[src/rtl/da_sample_feeder_if.sv]
// -----------------------------------------------------------------------------
// da_sample_feeder_if
//   Sample-in / slice-out bundle for the distributed-arithmetic input feeder.
//
//   Parameters
//     WORD_WIDTH : sample width in bits
//     BAAT       : bits per emitted slice
//
//   Signals
//     s_valid, s_data, s_ready : parallel-sample valid/ready handshake
//     en                       : downstream advance (consumes a shown slice)
//     slice_valid, slice_out   : current slice, MSB (sign) slice first
//     slice_first, slice_last  : slice position flags (bank x_we / ts)
//     busy                     : a sample is in flight or buffered
//
//   Modports
//     master : the feeder (transmitting end of the slice stream)
//     slave  : the environment (sample source and slice consumer)
// -----------------------------------------------------------------------------
interface da_sample_feeder_if #(
    parameter int WORD_WIDTH = 16,
    parameter int BAAT       = 4
);
    logic                  s_valid;
    logic                  s_ready;
    logic [WORD_WIDTH-1:0] s_data;
    logic                  en;
    logic                  slice_valid;
    logic [BAAT-1:0]       slice_out;
    logic                  slice_first;
    logic                  slice_last;
    logic                  busy;

    modport master (
        input  s_valid, s_data, en,
        output s_ready, slice_valid, slice_out, slice_first, slice_last, busy
    );

    modport slave (
        output s_valid, s_data, en,
        input  s_ready, slice_valid, slice_out, slice_first, slice_last, busy
    );
endinterface

[src/rtl/da_sample_feeder.sv]
// -----------------------------------------------------------------------------
// da_sample_feeder
//   Accepts parallel two's-complement samples over valid/ready and serializes
//   each one into NSLICE = WORD_WIDTH/BAAT slices of BAAT bits, MSB (sign)
//   slice first, with first/last flags for the subfilter bank.
//
//   Ports
//     clk  : clock, rising edge
//     rst  : asynchronous reset, active low
//     bus  : da_sample_feeder_if.master (sample handshake + slice stream)
//
//   Build option
//     DA_FEEDER_SKID_EN : when defined, adds a one-entry holding buffer so the
//                         next sample can be posted at any point during a
//                         shift; s_ready then means "buffer not full".
//                         When undefined, s_ready is only high in IDLE or on
//                         the cycle the last slice is consumed.
//
//   All outputs except s_ready come straight from flops.
// -----------------------------------------------------------------------------
module da_sample_feeder #(
    parameter int WORD_WIDTH = 16,
    parameter int BAAT       = 4
) (
    input  logic              clk,
    input  logic              rst,
    da_sample_feeder_if.master bus
);
    localparam int NSLICE = WORD_WIDTH / BAAT;
    // Keep the counter at least one bit wide so NSLICE==1 still elaborates.
    localparam int CW = (NSLICE > 1) ? $clog2(NSLICE) : 1;
    localparam logic [CW-1:0] CNT_LAST = CW'(NSLICE - 1);

    generate
        if (WORD_WIDTH % BAAT != 0) begin : g_bad_baat
            $error("da_sample_feeder: WORD_WIDTH must be a multiple of BAAT");
        end
    endgenerate

    typedef enum logic {IDLE, SHIFT} state_t;

    state_t                state_q, state_d;
    logic [WORD_WIDTH-1:0] sr_q, sr_d;
    logic [CW-1:0]         cnt_q, cnt_d;

    logic                  slice_valid_q;
    logic [BAAT-1:0]       slice_out_q;
    logic                  slice_first_q;
    logic                  slice_last_q;
    logic                  busy_q;

    logic                  accept;
    logic                  consume;
    logic                  at_last;
    logic                  buf_full_d;

`ifdef DA_FEEDER_SKID_EN
    logic [WORD_WIDTH-1:0] buf_q, buf_d;
    logic                  buf_full_q;

    // One free slot is all the upstream needs to see.
    assign bus.s_ready = rst & ~buf_full_q;
`else
    // No storage: only take a sample when the shift register is free now or
    // frees up at this edge (last slice consumed), which gives zero bubble.
    assign bus.s_ready = rst & ((state_q == IDLE) | (slice_last_q & bus.en));
    assign buf_full_d  = 1'b0;
`endif

    assign accept  = bus.s_valid & bus.s_ready;
    assign consume = (state_q == SHIFT) & bus.en;
    assign at_last = (cnt_q == CNT_LAST);

    // -------------------------------------------------------------------------
    // Next-state / datapath
    // -------------------------------------------------------------------------
    always_comb begin
        state_d = state_q;
        sr_d    = sr_q;
        cnt_d   = cnt_q;
`ifdef DA_FEEDER_SKID_EN
        buf_d      = buf_q;
        buf_full_d = buf_full_q;
`endif
        case (state_q)
            IDLE: begin
                if (accept) begin
                    sr_d    = bus.s_data;
                    cnt_d   = '0;
                    state_d = SHIFT;
                end
            end
            SHIFT: begin
                if (consume && !at_last) begin
                    sr_d  = sr_q << BAAT;
                    cnt_d = cnt_q + CW'(1);
                end else if (consume) begin
`ifdef DA_FEEDER_SKID_EN
                    // A buffered sample always goes ahead of a new one; the
                    // buffer is full here so s_ready is low and nothing new
                    // can arrive this cycle.
                    if (buf_full_q) begin
                        sr_d       = buf_q;
                        cnt_d      = '0;
                        buf_full_d = 1'b0;
                    end else if (accept) begin
                        sr_d  = bus.s_data;
                        cnt_d = '0;
                    end else begin
                        state_d = IDLE;
                    end
`else
                    if (accept) begin
                        sr_d  = bus.s_data;
                        cnt_d = '0;
                    end else begin
                        state_d = IDLE;
                    end
`endif
                end
`ifdef DA_FEEDER_SKID_EN
                // Anything accepted while not loading directly is parked.
                if (accept && !(consume && at_last)) begin
                    buf_d      = bus.s_data;
                    buf_full_d = 1'b1;
                end
`endif
            end
            default: state_d = IDLE;
        endcase
    end

    // -------------------------------------------------------------------------
    // State and registered outputs
    // -------------------------------------------------------------------------
    always_ff @(posedge clk or negedge rst) begin
        if (!rst) begin
            state_q       <= IDLE;
            sr_q          <= '0;
            cnt_q         <= '0;
            slice_valid_q <= 1'b0;
            slice_out_q   <= '0;
            slice_first_q <= 1'b0;
            slice_last_q  <= 1'b0;
            busy_q        <= 1'b0;
        end else begin
            state_q       <= state_d;
            sr_q          <= sr_d;
            cnt_q         <= cnt_d;
            // Outputs are precomputed from next-state so they line up with
            // the state register; en=0 leaves next==current and holds them.
            slice_valid_q <= (state_d == SHIFT);
            slice_out_q   <= (state_d == SHIFT) ? sr_d[WORD_WIDTH-1 -: BAAT] : '0;
            slice_first_q <= (state_d == SHIFT) && (cnt_d == '0);
            slice_last_q  <= (state_d == SHIFT) && (cnt_d == CNT_LAST);
            busy_q        <= (state_d == SHIFT) | buf_full_d;
        end
    end

`ifdef DA_FEEDER_SKID_EN
    always_ff @(posedge clk or negedge rst) begin
        if (!rst) begin
            buf_q      <= '0;
            buf_full_q <= 1'b0;
        end else begin
            buf_q      <= buf_d;
            buf_full_q <= buf_full_d;
        end
    end
`endif

    assign bus.slice_valid = slice_valid_q;
    assign bus.slice_out   = slice_out_q;
    assign bus.slice_first = slice_first_q;
    assign bus.slice_last  = slice_last_q;
    assign bus.busy        = busy_q;

endmodule
[src/flat_wrapper.sv]
// flat-port wrapper written by rule: the top's interface ports become plain ports
module da_sample_feeder_flat 
#(
    parameter int WORD_WIDTH = 16,
    parameter int BAAT       = 4
)
  (clk, rst, bus_s_valid, bus_s_data, bus_en, bus_s_ready, bus_slice_valid, bus_slice_out, bus_slice_first, bus_slice_last, bus_busy);
  da_sample_feeder_if #(.WORD_WIDTH(WORD_WIDTH), .BAAT(BAAT)) bus_i ();
  input  logic clk;
  input  logic rst;
  input wire logic [$bits(bus_i.s_valid)-1:0] bus_s_valid;
  input wire logic [$bits(bus_i.s_data)-1:0] bus_s_data;
  input wire logic [$bits(bus_i.en)-1:0] bus_en;
  output wire logic [$bits(bus_i.s_ready)-1:0] bus_s_ready;
  output wire logic [$bits(bus_i.slice_valid)-1:0] bus_slice_valid;
  output wire logic [$bits(bus_i.slice_out)-1:0] bus_slice_out;
  output wire logic [$bits(bus_i.slice_first)-1:0] bus_slice_first;
  output wire logic [$bits(bus_i.slice_last)-1:0] bus_slice_last;
  output wire logic [$bits(bus_i.busy)-1:0] bus_busy;
  assign bus_i.s_valid = bus_s_valid;
  assign bus_i.s_data = bus_s_data;
  assign bus_i.en = bus_en;
  assign bus_s_ready = bus_i.s_ready;
  assign bus_slice_valid = bus_i.slice_valid;
  assign bus_slice_out = bus_i.slice_out;
  assign bus_slice_first = bus_i.slice_first;
  assign bus_slice_last = bus_i.slice_last;
  assign bus_busy = bus_i.busy;
  da_sample_feeder #(.WORD_WIDTH(WORD_WIDTH), .BAAT(BAAT)) u_core (.clk(clk), .rst(rst), .bus(bus_i));
endmodule
[config.mk]
export PLATFORM = sky130hd
export DESIGN_NAME = da_sample_feeder_flat
export DESIGN_NICKNAME = d
export VERILOG_FILES = /design/src/rtl/da_sample_feeder_if.sv /design/src/rtl/da_sample_feeder.sv /design/src/flat_wrapper.sv
export SDC_FILE = /design/constraint.sdc
export NUM_CORES = 1
export LEC_CHECK = 0
export ABC_AREA = 1
export CAP_MARGIN = 10
export CORE_MARGIN = 8
export CORE_UTILIZATION = 50
export CTS_CLUSTER_DIAMETER = 200
export DETAILED_ROUTE_END_ITERATION = 8
export GPL_TIMING_DRIVEN = 0
export HOLD_SLACK_MARGIN = 0.02
export PLACE_DENSITY = 0.79
export SLEW_MARGIN = 5
export SYNTH_ARGS = -nofsm -noshare
export SYNTH_HDL_FRONTEND = slang
export SYNTH_SLANG_ARGS = --single-unit
[constraint.sdc]
create_clock -name clk -period 4.36 [get_ports clk]
set_input_delay 0.654 -clock clk [delete_from_list [all_inputs] [get_ports clk]]
set_output_delay 0.654 -clock clk [all_outputs]
set_load 0.02 [all_outputs]
Word level (Yosys, flattened, before mapping)
Cells that the tools add are included.
- bits of input ports: 20
- output and inout port bits: 9
- logic and storage cells: 35
- flip-flop bits (word level): 25
- add/sub/neg operators: 1
- reductions and logical operators: 5
- equal/unequal tests: 3
- muxes and demuxes: 13
- bitwise operators: 6
- operators with widths (cell ; count):
    two-way mux 16 bit ; 3
    one-hot mux 16 bit (2 select lines) ; 1
    two-way mux 2 bit ; 3
    bitwise AND 1 bit ; 4
    == test 2 bit (second input constant) ; 2
    two-way mux 4 bit ; 1
    one-hot mux 2 bit (2 select lines) ; 1
    logical AND 1 bit ; 3
    two-way mux 1 bit ; 3
    inequality test 3 bit (second input constant) ; 1
    adder 2 x 1 -> 2 bit (second input constant) ; 1
    zero test 2 bit ; 1
    one-hot mux 1 bit (2 select lines) ; 1
    zero test 1 bit ; 1
    inverter 1 bit ; 1
    OR 1 bit ; 1

Depth between registers and ports, before layout
- depth after elaboration: 10
- mapped depth: 11
- mapped depth without buffers: 10

Least setup slack after synthesis
Ideal clock, no wire load.
- kind: input to register
- start: in bus_en
- end: reg u_core.slice_last_q (netlist: u_core.bus.slice_last)
- arrival time: 1564 ps
- path buffers: 0
- stages: 7
- path slack: 2671 ps
- path through: nand2_1 -> a21oi_4 -> nand2_4 -> nand2_2 -> nand2_1 -> a22oi_1 -> nor2_1
- elaborated cells on any way between the ends: 16
- classes of those cells: eq/ne: 1; mux: 8; bitwise: 5; reduce/logical: 2
- RTL lines (item ; RTL line ; RTL):
    from (decl) ; flat_wrapper.sv:13 ; input wire logic [$bits(bus_i.en)-1:0] bus_en;
    bitwise AND 1 bit (*) ; da_sample_feeder.sv:66 ; assign bus.s_ready = rst & ((state_q == IDLE) | (slice_last_q & bus.en));
    OR 1 bit (*) ; da_sample_feeder.sv:66 ;
    bitwise AND 1 bit (*) ; da_sample_feeder.sv:66 ;
    via bus_s_ready ; flat_wrapper.sv:14 ; output wire logic [$bits(bus_i.s_ready)-1:0] bus_s_ready;
    bitwise AND 1 bit (*) ; da_sample_feeder.sv:70 ; assign accept = bus.s_valid & bus.s_ready;
    two-way mux 1 bit (*) ; da_sample_feeder.sv:87, da_sample_feeder.sv:113 ;
    two-way mux 1 bit ; da_sample_feeder.sv:97 ; end else if (consume) begin
    two-way mux 1 bit ; da_sample_feeder.sv:94 ; if (consume && !at_last) begin
    one-hot mux 1 bit (2 select lines) (*) ; da_sample_feeder.sv:85 ; case (state_q)
    via u_core.state_d ; da_sample_feeder.sv:42 ; state_t state_q, state_d;
    logical AND 1 bit (*) ; da_sample_feeder.sv:155 ; slice_last_q <= (state_d == SHIFT) && (cnt_d == CNT_LAST);
    to (signal assigned) ; da_sample_feeder.sv:155 ;
    to (decl) ; da_sample_feeder.sv:49 ; logic slice_last_q;
Mark *: on every way through the listed nets, which the timed path passes. The rest lies on a longest branch.
A chain may end at the register's enable or synchronous reset.

Worst setup path after layout
- start: in bus_en
- end: out bus_s_ready
- word-level cells in the longest chain between the ends: 3
- ends and longest elaborated chain (item ; RTL line):
    bitwise AND 1 bit ; da_sample_feeder.sv:66
    OR 1 bit ; da_sample_feeder.sv:66
    bitwise AND 1 bit ; da_sample_feeder.sv:66
    to (decl) ; flat_wrapper.sv:14
No other way between the ends.

==> out/metrics.cfg <==
[run]
max_cap_violations=0

[pwr]
leakagePower_nw=0.885
irDropWorstVdd_v=0.000430
p_per_area_nw_per_um2=631

[clock_tree]
clock_path_buffers=2
post_cts_buffers=0
cts_tree=built
htreeDepth=1
clk_pin_slew_ps=150
worstSkewPairLatency_ps=340
cts_sinks=25
cts_hold_buf=0
cts_resized=0
cts_root_buffer=clkbuf_4
cts-buffers-inserted=3

[drt]
drt-total-wl_microns=3550
num_vias=1364
first_pass_iters=4
drt-wirelength-per-cell_microns=14.1
drtIter0Drc=74
drc=0
via_per_inst=5.41
antenna_left=0

[cells_and_area]
syn_to_final_growth_pct=24.7
diodes=0
seq_area_sq_um=626
drive_gt1_share_pct=6.79
fin_nets=243
nFillCells=239
multi_input_area_sq_um=614

[setup_path]
max_stage_delay_ps=650
cp_slowest_cell=clkdlybuf4s50_1
reg2reg_from=u_core.state_q
crit_fanout=6
rr_worst_depth=10
end_kind=output port
cp_num_cells=4
criticalPathCategory=in -> out
r2r-end=u_core.bus.slice_last
critPathLaunchType=input pin
worstPathCellList=clkdlybuf4s50_1 > nand2_1 > a21oi_4 > clkdlybuf4s50_1
crit_start=bus_en
cpMostUsedCell=clkdlybuf4s50_1
crit_buf_inv=2
crit_family=buffers and inverters
worstPathArrival_ps=2240
r2r_slack_ps=2630
crit_end=bus_s_ready
worstPathRequired_ps=3710

[yosys]
syn_inst=189
ys_seq_area_share_pct=45.4
synth_common_cells=nand2_1 (65), dfrtp_1 (25), inv_1 (24)
yosys_warnings=0
syn-cell-area_sq_um=1380
synth-edff-count=0
synthTopCellsByArea=dfrtp_1 (45%), nand2_1 (18%), inv_1 (6.5%)
postSynthAreaPerCell_sq_um=7.30
yosysMostFrequentCell=nand2_1
yosysTopAreaCellShare_pct=45.4
synthArstFlopShare_pct=100
yosysTopAreaCell=dfrtp_1
yosys_most_used_dff=dfrtp_1
ys_ff_latch=25
synth_fp_nets=210
synth_cell_types=22

[timing]
max_freq_mhz=345
tns_ps=0
finalClockSkew_ps=13.9
setup-violations-final=0
finalCritPeriodShare_pct=66.5
rsz0062_at_grt=no
slew_viol_final=0
hold_viol=0
worst_slew_pin_slew_ps=614
slew_headroom_pct=59.0
min_period_ps=2900
holdWs_ps=296

[floorplan]
ioPinCount=29
die_h_microns=68.5
die_w_microns=68.5
die_area_sq_um=4690
coreArea_sq_um=2690
placementRows=19
start_util_pct=51.3

[global_route]
grt_pass1_wl_microns=6100
track_usage_pct=17.0
grt_antenna_before_repair=0
grt_overflow_total=0
grt_pass1_vias=1455
grt_start_max_net_pins=28

[min_path]
hp-class=in -> async

[run_status]
status=complete, no violations

[placed_design]
globalplace.congestion=0.774
dpl.hpwl_microns=2580
portBuffers=28

-- sequential cells by signal, summed over array words and instances, names as in the netlist --
register and count:
u_core.bus.slice_first 1, u_core.bus.slice_last 1, u_core.bus.slice_out 4, u_core.cnt_q 2, u_core.sr_q 16, u_core.state_q 1
-- area by class of cell --
class                      count  area share [%]
multi-input combinational    132            35.7
buffer                         6            2.40
timing repair buffer          28            16.0
clock buffer                   4            1.53
sequential                    25            36.4
inverter                      26            5.68
tap                           31            2.26
-- cells in the final DEF, fill, tap and decap left out, types with 2 or more instances in the layout --
| cell | synthesis | routed |
|---|---|---|
| nand2_1 | 65 | 65 |
| inv_1 | 24 | 24 |
| a21oi_1 | 13 | 13 |
| buf_4 | 3 | 3 |
| o21ai_1 | 5 | 5 |
| clkdlybuf4s50_1 | 0 | 27 |
| nand2_2 | 2 | 2 |
| o21ai_0 | 8 | 8 |
| nor2_1 | 11 | 11 |
| clkbuf_4 | 0 | 3 |
| nand3_1 | 13 | 13 |
| dfrtp_1 | 25 | 25 |
| nand4_1 | 7 | 7 |
| inv_2 | 2 | 2 |
| clkbuf_1 | 2 | 3 |
-- per-layer routing --
layer,track usage [%],wire length (microns)
met1,18.2,1470
met5,0,0
met2,29.3,1780
met4,12.5,80
met3,3.39,221
-- cells by family (layout without fill, tap and decap cells) --
kind of cell / count (synthesis) / in the layout / share of synthesized area (%)
simple gates: 99 / 99 / 30.3
compound gates: 32 / 32 / 13.3
buf+inv: 32 / 64 / 10.1
flops: 25 / 25 / 45.4
fa+ha+maj: 1 / 1 / 0.907
-- how the worst min path moves through the flow --
stage,start,end,cells past startpoint
3_3_place_gp,u_core.sr_q[11],u_core.sr_q[11],2
6_report,rst,u_core.sr_q[12],1
3_5_place_dp,u_core.sr_q[11],u_core.sr_q[11],2
2_1_floorplan,rst,u_core.bus.slice_first,0
5_1_grt,rst,u_core.sr_q[12],1
4_1_cts,u_core.sr_q[11],u_core.sr_q[11],2
-- through the flow --
stage | cells | total power (W) | instance area, sq um | util (%) | worst slack [ps]
2_1_floorplan | 189 | 0.000784 | 1380 | - | 2670
3_3_place_gp | 248 | 0.000953 | 1700 | 63.2 | 618
3_5_place_dp | 248 | 0.000981 | 1700 | 63.2 | 561
4_1_cts | 252 | 0.00109 | 1720 | 64.2 | 568
5_1_grt | 252 | 0.00119 | 1720 | 64.0 | 1360
6_report | 252 | 0.00109 | 1720 | 64.0 | 1460
-- power by group --
| group | total (W) | leakage [nW] | switching [W] | internal [W] |
|---|---|---|---|---|
| Combinational | 0.000596 | 0.544 | 0.000370 | 0.000226 |
| Clock | 0.000111 | 0.0150 | 0.0000750 | 0.0000360 |
| Sequential | 0.000378 | 0.326 | 0.0000502 | 0.000328 |
Power figures use the tool's default switching activity.
